$ cat src/rtl/fifo_pipe.sv
// rtl/fifo_pipe.sv - shift-register FIFO with per-stage hold/load/shift/clear select
//
// Purpose:
//   DEPTH register stages, each holding a data word and a full flag.
//   Stage 0 is the head and drives data_out_o directly. A word written
//   into an empty FIFO appears at the head one edge later.
//   Occupancy is always compact: full_q[i] is set for every i < count.
//
// Ports:
//   clk_i        clock; all state changes on the rising edge
//   rst_i        synchronous active-high reset
//   shift_in_i   write request; data_in_i is captured on this edge if accepted
//   data_in_i    write data
//   shift_out_i  read request; the head word is consumed on this edge if accepted
//   data_out_o   head word (stage 0 register)
//   empty_o      stage 0 not occupied
//   full_o       last stage occupied
//   count_o      number of occupied stages
//   overflow_o   sticky: a write was rejected because the FIFO was full
//   underflow_o  sticky: a read was rejected because the FIFO was empty

module fifo_pipe #(
    parameter int WIDTH = 8,
    parameter int DEPTH = 4
) (
    input  logic                         clk_i,
    input  logic                         rst_i,
    input  logic                         shift_in_i,
    input  logic [WIDTH-1:0]             data_in_i,
    input  logic                         shift_out_i,
    output logic [WIDTH-1:0]             data_out_o,
    output logic                         empty_o,
    output logic                         full_o,
    output logic [$clog2(DEPTH+1)-1:0]   count_o,
    output logic                         overflow_o,
    output logic                         underflow_o
);

    localparam int CW = $clog2(DEPTH+1);

    typedef enum logic [1:0] {
        SEL_HOLD  = 2'b00,
        SEL_LOAD  = 2'b01,
        SEL_SHIFT = 2'b10,
        SEL_CLEAR = 2'b11
    } sel_e;

    logic [WIDTH-1:0] data_q [DEPTH];
    logic [WIDTH-1:0] data_d [DEPTH];
    logic [DEPTH-1:0] full_q;
    logic [DEPTH-1:0] full_d;
    logic [CW-1:0]    count_q;
    logic [CW-1:0]    count_d;
    logic             overflow_q;
    logic             overflow_d;
    logic             underflow_q;
    logic             underflow_d;

    logic             wr;
    logic             rd;
    sel_e             sel [DEPTH];

    // Flags padded at both ends so every stage sees a previous and a next
    // neighbour: below stage 0 counts as full, above the last stage as empty.
    logic [DEPTH+1:0] flag_ext;
    // Data padded with a zero word above the last stage; shifting it in is
    // never selected, it only keeps the index in range.
    logic [WIDTH-1:0] data_ext [DEPTH+1];

    always_comb begin
        // A write into a full FIFO is accepted only when the head leaves in
        // the same cycle; a read is accepted whenever the head is occupied.
        wr       = shift_in_i & (~full_q[DEPTH-1] | shift_out_i);
        rd       = shift_out_i & full_q[0];
        flag_ext = {1'b0, full_q, 1'b1};

        for (int i = 0; i < DEPTH; i++) begin
            sel[i] = SEL_HOLD;
            unique case ({wr, rd})
                2'b01: begin
                    if (flag_ext[i+2])      sel[i] = SEL_SHIFT;
                    else if (flag_ext[i+1]) sel[i] = SEL_CLEAR;
                end
                2'b10: begin
                    if (~flag_ext[i+1] & flag_ext[i]) sel[i] = SEL_LOAD;
                end
                2'b11: begin
                    // Everything moves down; the last occupied stage takes
                    // the new word so occupancy is unchanged.
                    if (flag_ext[i+2])      sel[i] = SEL_SHIFT;
                    else if (flag_ext[i+1]) sel[i] = SEL_LOAD;
                end
                default: sel[i] = SEL_HOLD;
            endcase
        end

        for (int i = 0; i < DEPTH; i++) begin
            data_ext[i] = data_q[i];
        end
        data_ext[DEPTH] = '0;

        for (int i = 0; i < DEPTH; i++) begin
            data_d[i] = data_q[i];
            full_d[i] = full_q[i];
            unique case (sel[i])
                SEL_LOAD: begin
                    data_d[i] = data_in_i;
                    full_d[i] = 1'b1;
                end
                SEL_SHIFT: begin
                    data_d[i] = data_ext[i+1];
                    full_d[i] = 1'b1;
                end
                SEL_CLEAR: begin
                    data_d[i] = '0;
                    full_d[i] = 1'b0;
                end
                default: ;
            endcase
        end

        count_d = count_q;
        if (wr & ~rd)      count_d = count_q + CW'(1);
        else if (rd & ~wr) count_d = count_q - CW'(1);

        overflow_d  = overflow_q | (shift_in_i & full_q[DEPTH-1] & ~shift_out_i);
        underflow_d = underflow_q | (shift_out_i & ~full_q[0]);
    end

    always_ff @(posedge clk_i) begin
        if (rst_i) begin
            for (int i = 0; i < DEPTH; i++) begin
                data_q[i] <= '0;
            end
            full_q      <= '0;
            count_q     <= '0;
            overflow_q  <= 1'b0;
            underflow_q <= 1'b0;
        end else begin
            for (int i = 0; i < DEPTH; i++) begin
                data_q[i] <= data_d[i];
            end
            full_q      <= full_d;
            count_q     <= count_d;
            overflow_q  <= overflow_d;
            underflow_q <= underflow_d;
        end
    end

    assign data_out_o  = data_q[0];
    assign empty_o     = ~full_q[0];
    assign full_o      = full_q[DEPTH-1];
    assign count_o     = count_q;
    assign overflow_o  = overflow_q;
    assign underflow_o = underflow_q;

endmodule

$ cat config.mk
export PLATFORM = sky130hd
export DESIGN_NAME = fifo_pipe
export DESIGN_NICKNAME = d
export VERILOG_FILES = /design/src/rtl/fifo_pipe.sv
export SDC_FILE = /design/constraint.sdc
export NUM_CORES = 1
export LEC_CHECK = 0
export CAP_MARGIN = 10
export CORE_MARGIN = 1
export CORE_UTILIZATION = 35
export DETAILED_ROUTE_END_ITERATION = 8
export DONT_BUFFER_PORTS = 1
export MAX_ROUTING_LAYER = met4
export PLACE_DENSITY = 0.51
export SKIP_LAST_GASP = 1
export SYNTH_ARGS = -nofsm -noshare
export SYNTH_HDL_FRONTEND = slang
export SYNTH_SLANG_ARGS = --single-unit
$ cat constraint.sdc
create_clock -name clk_i -period 5.45 [get_ports clk_i]
set_input_delay 0.545 -clock clk_i [delete_from_list [all_inputs] [get_ports clk_i]]
set_output_delay 0.545 -clock clk_i [all_outputs]
set_load 0.02 [all_outputs]
==> results.sh, run 1 <==
export IMPL_status="complete, no violations"
export IMPL_grt_pass1_wl_mm=8.31
export IMPL_clockRootBuffer="clkbuf_8"
export IMPL_drive_gt1_share_pct=8.41
export IMPL_grt_overflow=0
export IMPL_ys_ff_latch=41
export IMPL_met3_length_um=149
export IMPL_post_cts_resized=0
export IMPL_post_synth_top_area_fraction_pct=39.0
export IMPL_min_period_ns=2.21
export IMPL_cts_tree="built"
export IMPL_p_clk_share_pct=36.8
export IMPL_switching_share_pct=26.2
export IMPL_avgRoutedWirePerCell_um=17.2
export IMPL_start_kind="flop"
export IMPL_end_kind="flop"
export IMPL_route_detailed_drc=0
export IMPL_worst_endpoint_required_ns=5.67
export IMPL_wl_mm=4.93
export IMPL_ir_drop_uv=142
export IMPL_synth_warnings=0
export IMPL_hold_slack_ns=0.316
export IMPL_crit_end="count_o[2]$_SDFFE_PP0P_"
export IMPL_grt_pass1_vias=1620
export IMPL_yosysSeqAreaShare_pct=39.0
export IMPL_yosys_area_top_type="dfxtp_1"
export IMPL_setup_viol=0
export IMPL_m1WireLength_mm=2.43
export IMPL_vias=1694
export IMPL_hold_buffers=0
export IMPL_synth_cell_types=42
export IMPL_synth_most_common_cell="dfxtp_1"
export IMPL_ios=27
export IMPL_async_reset_ff_share_pct=0
export IMPL_start_util_pct=37.3
export IMPL_clk_pin_slew_ns=0.08
export IMPL_area_delta_synth_final_pct=1.73
export IMPL_max_slew_margin_pct=42.4
export IMPL_die_area_mm2=0.00632
export IMPL_crit_type="flop to flop"
export IMPL_via_per_inst=5.92
export IMPL_reg2reg_depth=8
export IMPL_rows=27
export IMPL_grt_usage_pct=17.3
export IMPL_p_comb_share_pct=9.9
export IMPL_drv_cap=0
export IMPL_synth_net_count=243
export IMPL_synth_edff_count=0
export IMPL_p_switching_w=0.000170
export IMPL_top_layer_used="met4"
export IMPL_dp_hpwl_mm=3.23
export IMPL_min_from="rst_i"
export IMPL_intPower_w=0.000479
export IMPL_tightest_slew_ns=0.862
export IMPL_port_buffers=0
export IMPL_multiInputGateArea_mm2=0.00112
export IMPL_synth_ff_type="dfxtp_1"
export IMPL_nFillCells=587
export IMPL_fin_tns_setup_ns=0
export IMPL_r2r_start="full_q[3]$_SDFFE_PP0P_"
export IMPL_nets=227
export IMPL_ctsHtreeMaxLevel=2
export IMPL_synth_area_top_cells="dfxtp_1, a32oi_1, nand3_1"
export IMPL_avgSynthCellArea_um2=9.14
export IMPL_dieWidth_um=79.5
export IMPL_power_density_mw_per_mm2=304
export IMPL_synth_common_cells="dfxtp_1, nor2_1, nand3_1"
export IMPL_antennaDiodeCount=0
export IMPL_cts_setup_buffers=0
export IMPL_cts_buffers=5
export IMPL_fmax_mhz=452
export IMPL_ant_nets=0
export IMPL_grt_setup_unrepaired="no"
export IMPL_rrSetupSlack_ns=3.24
export IMPL_regArea_um2=821
export IMPL_path_max_fanout=19
export IMPL_seqPwrFrac_pct=53.3
export IMPL_insertion_delay_ns=0.29
export IMPL_skew_ns=0.00464
export IMPL_worstPathArrival_ns=2.43
export IMPL_syn_cell_area_mm2=0.00210
export IMPL_drt_iter0_drc=130
export IMPL_clock_path_buffers=2
export IMPL_drv_slew=0
export IMPL_grt_start_max_net_pins=50
export IMPL_setup_worst_path_start="full_q[3]$_SDFFE_PP0P_"
export IMPL_met2_length_mm=2.30
export IMPL_clock_sinks=41
export IMPL_netlist_instances=230
export IMPL_die_h_um=79.5
export IMPL_core_area_mm2=0.00564
export IMPL_dr_pass1_iters=4
export IMPL_fin_crit_sh_pct=40.6
export IMPL_worstReg2RegEnd="count_o[2]$_SDFFE_PP0P_"
export IMPL_gp_congestion=0.715
export IMPL_p_leak_nw=0.698
export IMPL_hp_class="input port to flop"
export IMPL_antenna_found_initial=0
export IMPL_final_hold_viol_count=0
-- power by group through the flow --
stage / Sequential [W] / Combinational (W) / Clock, W
4_1_cts: 0.000346 / 0.0000651 / 0.000246
3_5_place_dp: 0.000353 / 0.0000649 / 0
6_report: 0.000346 / 0.0000643 / 0.000239
5_1_grt: 0.000349 / 0.0000732 / 0.000258
3_3_place_gp: 0.000353 / 0.0000643 / 0
2_1_floorplan: 0.000344 / 0.0000773 / 0
-- stage by stage --
stage	power, W	area [um^2]	setup WS, ns	instances	util (%)
2_1_floorplan	0.000421	2100	3.26	230	-
3_3_place_gp	0.000418	2030	3.32	279	36.1
3_5_place_dp	0.000418	2030	3.25	279	36.1
4_1_cts	0.000657	2140	3.24	286	37.9
5_1_grt	0.000680	2140	3.02	286	37.9
6_report	0.000649	2140	3.24	286	37.9
-- cells by family after synthesis --
family	after synthesis	share of synthesized area, %
flip-flops	41	39.0
multiplexers	1	0.476
AND/OR/NAND/NOR	81	21.7
adder cells (fa/ha/maj)	1	0.595
XOR/XNOR	3	1.25
buffers and inverters	25	7.86
AO/OA/AOI/OAI	78	29.1
-- worst min path at each step --
stage / to / depth (start not counted)
global placement: data_q[0][11]$_SDFFE_PP0P_ / 2
detailed placement: data_q[0][14]$_SDFFE_PP0P_ / 2
CTS: data_q[0][14]$_SDFFE_PP0P_ / 1
floorplan: data_q[0][10]$_SDFFE_PP0P_ / 2
global route: data_q[0][25]$_SDFFE_PP0P_ / 1
finish: data_q[0][25]$_SDFFE_PP0P_ / 1
-- layer usage --
metal  global-route usage (%)  vias to the layer above
met5                        -                        -
met4                     4.91                        0
met3                     4.00                        5
met2                     27.0                       21
met1                     22.2                      823
li1                         -                      845
-- critical path: stages (launching register included) --
cell	delay, ns
dfxtp_1	0.89
nand2b_1	0.16
nand3_1	0.13
xor2_1	0.08
ha_1	0.21
nor4b_1	0.24
o21ai_0	0.16
a21o_1	0.17
a21oi_1	0.10
-- final cells by class --
type                            count  share of cell area (%)
Tap cell                           72                    4.21
Multi-Input combinational cell    164                    52.2
Clock inverter                      2                    1.64
Inverter                            2                   0.351
Clock buffer                        5                    3.22
Sequential cell                    41                    38.4
-- layout by cell type, fill, tap and decap left out, types with 9 or more instances in the layout --
master    netlist  routed
nand2b_1        9       9
dfxtp_1        41      41
nand2_1        11      11
nand3_1        19      19
nor2_1         23      23
a32oi_1        16      16
-- flip-flops by register name (all words and copies together), names as in the netlist --
register     flops
data_q          32
full_q           4
count_o          3
overflow_o       1
underflow_o      1
Note: power is estimated with default switching activity, not from simulation.
==> inputs of run 2 (changes only) <==
--- a/config.mk
+++ b/config.mk
@@ -11,7 +11,7 @@
 export DETAILED_ROUTE_END_ITERATION = 8
 export DONT_BUFFER_PORTS = 1
 export MAX_ROUTING_LAYER = met4
-export PLACE_DENSITY = 0.51
+export PLACE_DENSITY = 0.53
 export SKIP_LAST_GASP = 1
 export SYNTH_ARGS = -nofsm -noshare
 export SYNTH_HDL_FRONTEND = slang
==> constraint.sdc (replaced) <==
create_clock -name clk_i -period 1.8 [get_ports clk_i]
set_input_delay 0.18 -clock clk_i [delete_from_list [all_inputs] [get_ports clk_i]]
set_output_delay 0.18 -clock clk_i [all_outputs]
set_load 0.02 [all_outputs]
==> run 2 against run 1 <==
  * Register-to-register slack lost 3.0 ns
  * Sequential cell count is the same
  * Highest routed layer unchanged
  * Clock power grew to 2.6 times the previous value
  * Routed wire length grew 1.6%
  * Global-route usage is essentially flat
  * Cell count grew 2.8%
  * Clock skew is essentially flat
  * Fmax grew 38%
==> results.sh, run 2 (synthesized netlist as in run 1, its figures left out) <==
export IMPL_status="complete, no violations"
export IMPL_worstPathArrival_ns=1.83
export IMPL_tightest_slew_ns=0.476
export IMPL_vias=1728
export IMPL_core_area_mm2=0.00564
export IMPL_max_slew_margin_pct=68.1
export IMPL_hp_class="input port to flop"
export IMPL_min_period_ns=1.61
export IMPL_port_buffers=0
export IMPL_route_detailed_drc=0
export IMPL_ctsHtreeMaxLevel=2
export IMPL_drv_slew=0
export IMPL_path_cells="nand2b_1 > nand3_1 > xor2_1 > ha_1 > nor4b_1 > o21ai_0 > a21o_1 > a21oi_1"
export IMPL_rrSetupSlack_ns=0.19
export IMPL_clock_path_buffers=2
export IMPL_crit_type="flop to flop"
export IMPL_drt_iter0_drc=105
export IMPL_insertion_delay_ns=0.29
export IMPL_cts_setup_buffers=0
export IMPL_start_kind="flop"
export IMPL_ir_drop_uv=404
export IMPL_path_max_fanout=3
export IMPL_fin_crit_sh_pct=89.3
export IMPL_dr_pass1_iters=4
export IMPL_drive_gt1_share_pct=11.3
export IMPL_via_per_inst=5.88
export IMPL_power_density_mw_per_mm2=863
export IMPL_dieWidth_um=79.5
export IMPL_clock_sinks=41
export IMPL_die_h_um=79.5
export IMPL_drv_cap=0
export IMPL_cp_slowest_stage_delay_ns=0.33
export IMPL_clk_pin_slew_ns=0.08
export IMPL_avgRoutedWirePerCell_um=17.0
export IMPL_dp_hpwl_mm=3.28
export IMPL_mostFrequentLayoutCell="dfxtp_1"
export IMPL_setup_viol=0
export IMPL_start_util_pct=37.3
export IMPL_wl_mm=5.01
export IMPL_rows=27
export IMPL_ios=27
export IMPL_grt_start_max_net_pins=42
export IMPL_final_hold_viol_count=0
export IMPL_worst_endpoint_required_ns=2.02
export IMPL_cts_buffers=5
export IMPL_gp_congestion=0.714
export IMPL_fin_tns_setup_ns=0
export IMPL_nets=235
export IMPL_ant_nets=0
export IMPL_grt_setup_unrepaired="no"
export IMPL_cts_tree="built"
export IMPL_grt_usage_pct=17.3
export IMPL_antenna_found_initial=0
export IMPL_grt_pass1_wl_mm=8.28
export IMPL_post_cts_resized=0
export IMPL_area_delta_synth_final_pct=4.35
export IMPL_top_register="data_q"
export IMPL_end_kind="flop"
export IMPL_die_area_mm2=0.00632
export IMPL_hold_buffers=1
export IMPL_layout_common_cells="dfxtp_1, nor2_1, nand3_1, a32oi_1, nand2_1"
export IMPL_grt_overflow=0
export IMPL_largest_reg_flops=32
export IMPL_antennaDiodeCount=0
export IMPL_clockRootBuffer="clkbuf_8"
export IMPL_grt_pass1_vias=1674
export IMPL_skew_ns=0.00499
export IMPL_fmax_mhz=622
export IMPL_slowest_stage="dfxtp_1"
export IMPL_p_leak_nw=0.735
export IMPL_fin_util_pct=38.9
## run 2: power by group
group          total [W]  leakage, nW  internal, W  switching (W)
sequential       0.00102        0.334     0.000956      0.0000677
combinational   0.000256        0.356     0.000112       0.000144
clock           0.000613       0.0443     0.000305       0.000308
total            0.00189        0.735      0.00137       0.000520
## run 2: critical path: cells and delay by family, from the launching register on
family | cells | cell delay, ns
fa+ha+maj | 1 | 0.21
xor+xnor | 1 | 0.15
simple gates | 3 | 0.42
flops | 1 | 0.33
compound gates | 3 | 0.43
## run 2: final cells by class
type	count	area [um^2]
fill	580	3450
sequential	41	821
multi-input combinational	164	1120
tap	72	90.1
clock buffer	7	86.3
timing repair buffer	8	72.6
inverter	2	7.51
## run 2: metal layers
metal | up-vias | wire (um) | GRT usage [%] | part of all wire (%)
met3 | 4 | 229 | 4.46 | 4.6
met2 | 38 | 2540 | 27.9 | 51
met5 | - | 0 | - | 0
met1 | 828 | 2200 | 20.9 | 44
met4 | 0 | 36 | 5.82 | 0.72
li1 | 858 | - | - | -
## run 2: per-stage QoR
| stage | power [W] | worst slack [ns] | instance area (um^2) | std cells | hold WS [ns] |
|---|---|---|---|---|---|
| final | 0.00189 | 0.193 | 2190 | 294 | 0.0406 |
| after CTS | 0.00193 | 0.168 | 2190 | 294 | 0.0265 |
| after floorplan | 0.00128 | 0.0140 | 2100 | 230 | 0.346 |
| after global routing | 0.00200 | 0.0569 | 2190 | 294 | 0.0317 |
| after global placement | 0.00128 | 0.220 | 2090 | 286 | 0.254 |
| after detailed placement | 0.00129 | 0.195 | 2090 | 286 | 0.257 |
## run 2: final timing paths
kind	from	to	depth (start not counted)
max	full_q[3]$_SDFFE_PP0P_	count_o[2]$_SDFFE_PP0P_	8
min	shift_out_i	underflow_o$_SDFF_PP0_	2
max reg2reg	full_q[3]$_SDFFE_PP0P_	count_o[2]$_SDFFE_PP0P_	8
min reg2reg	data_q[0][20]$_SDFFE_PP0P_	data_q[0][12]$_SDFFE_PP0P_	2
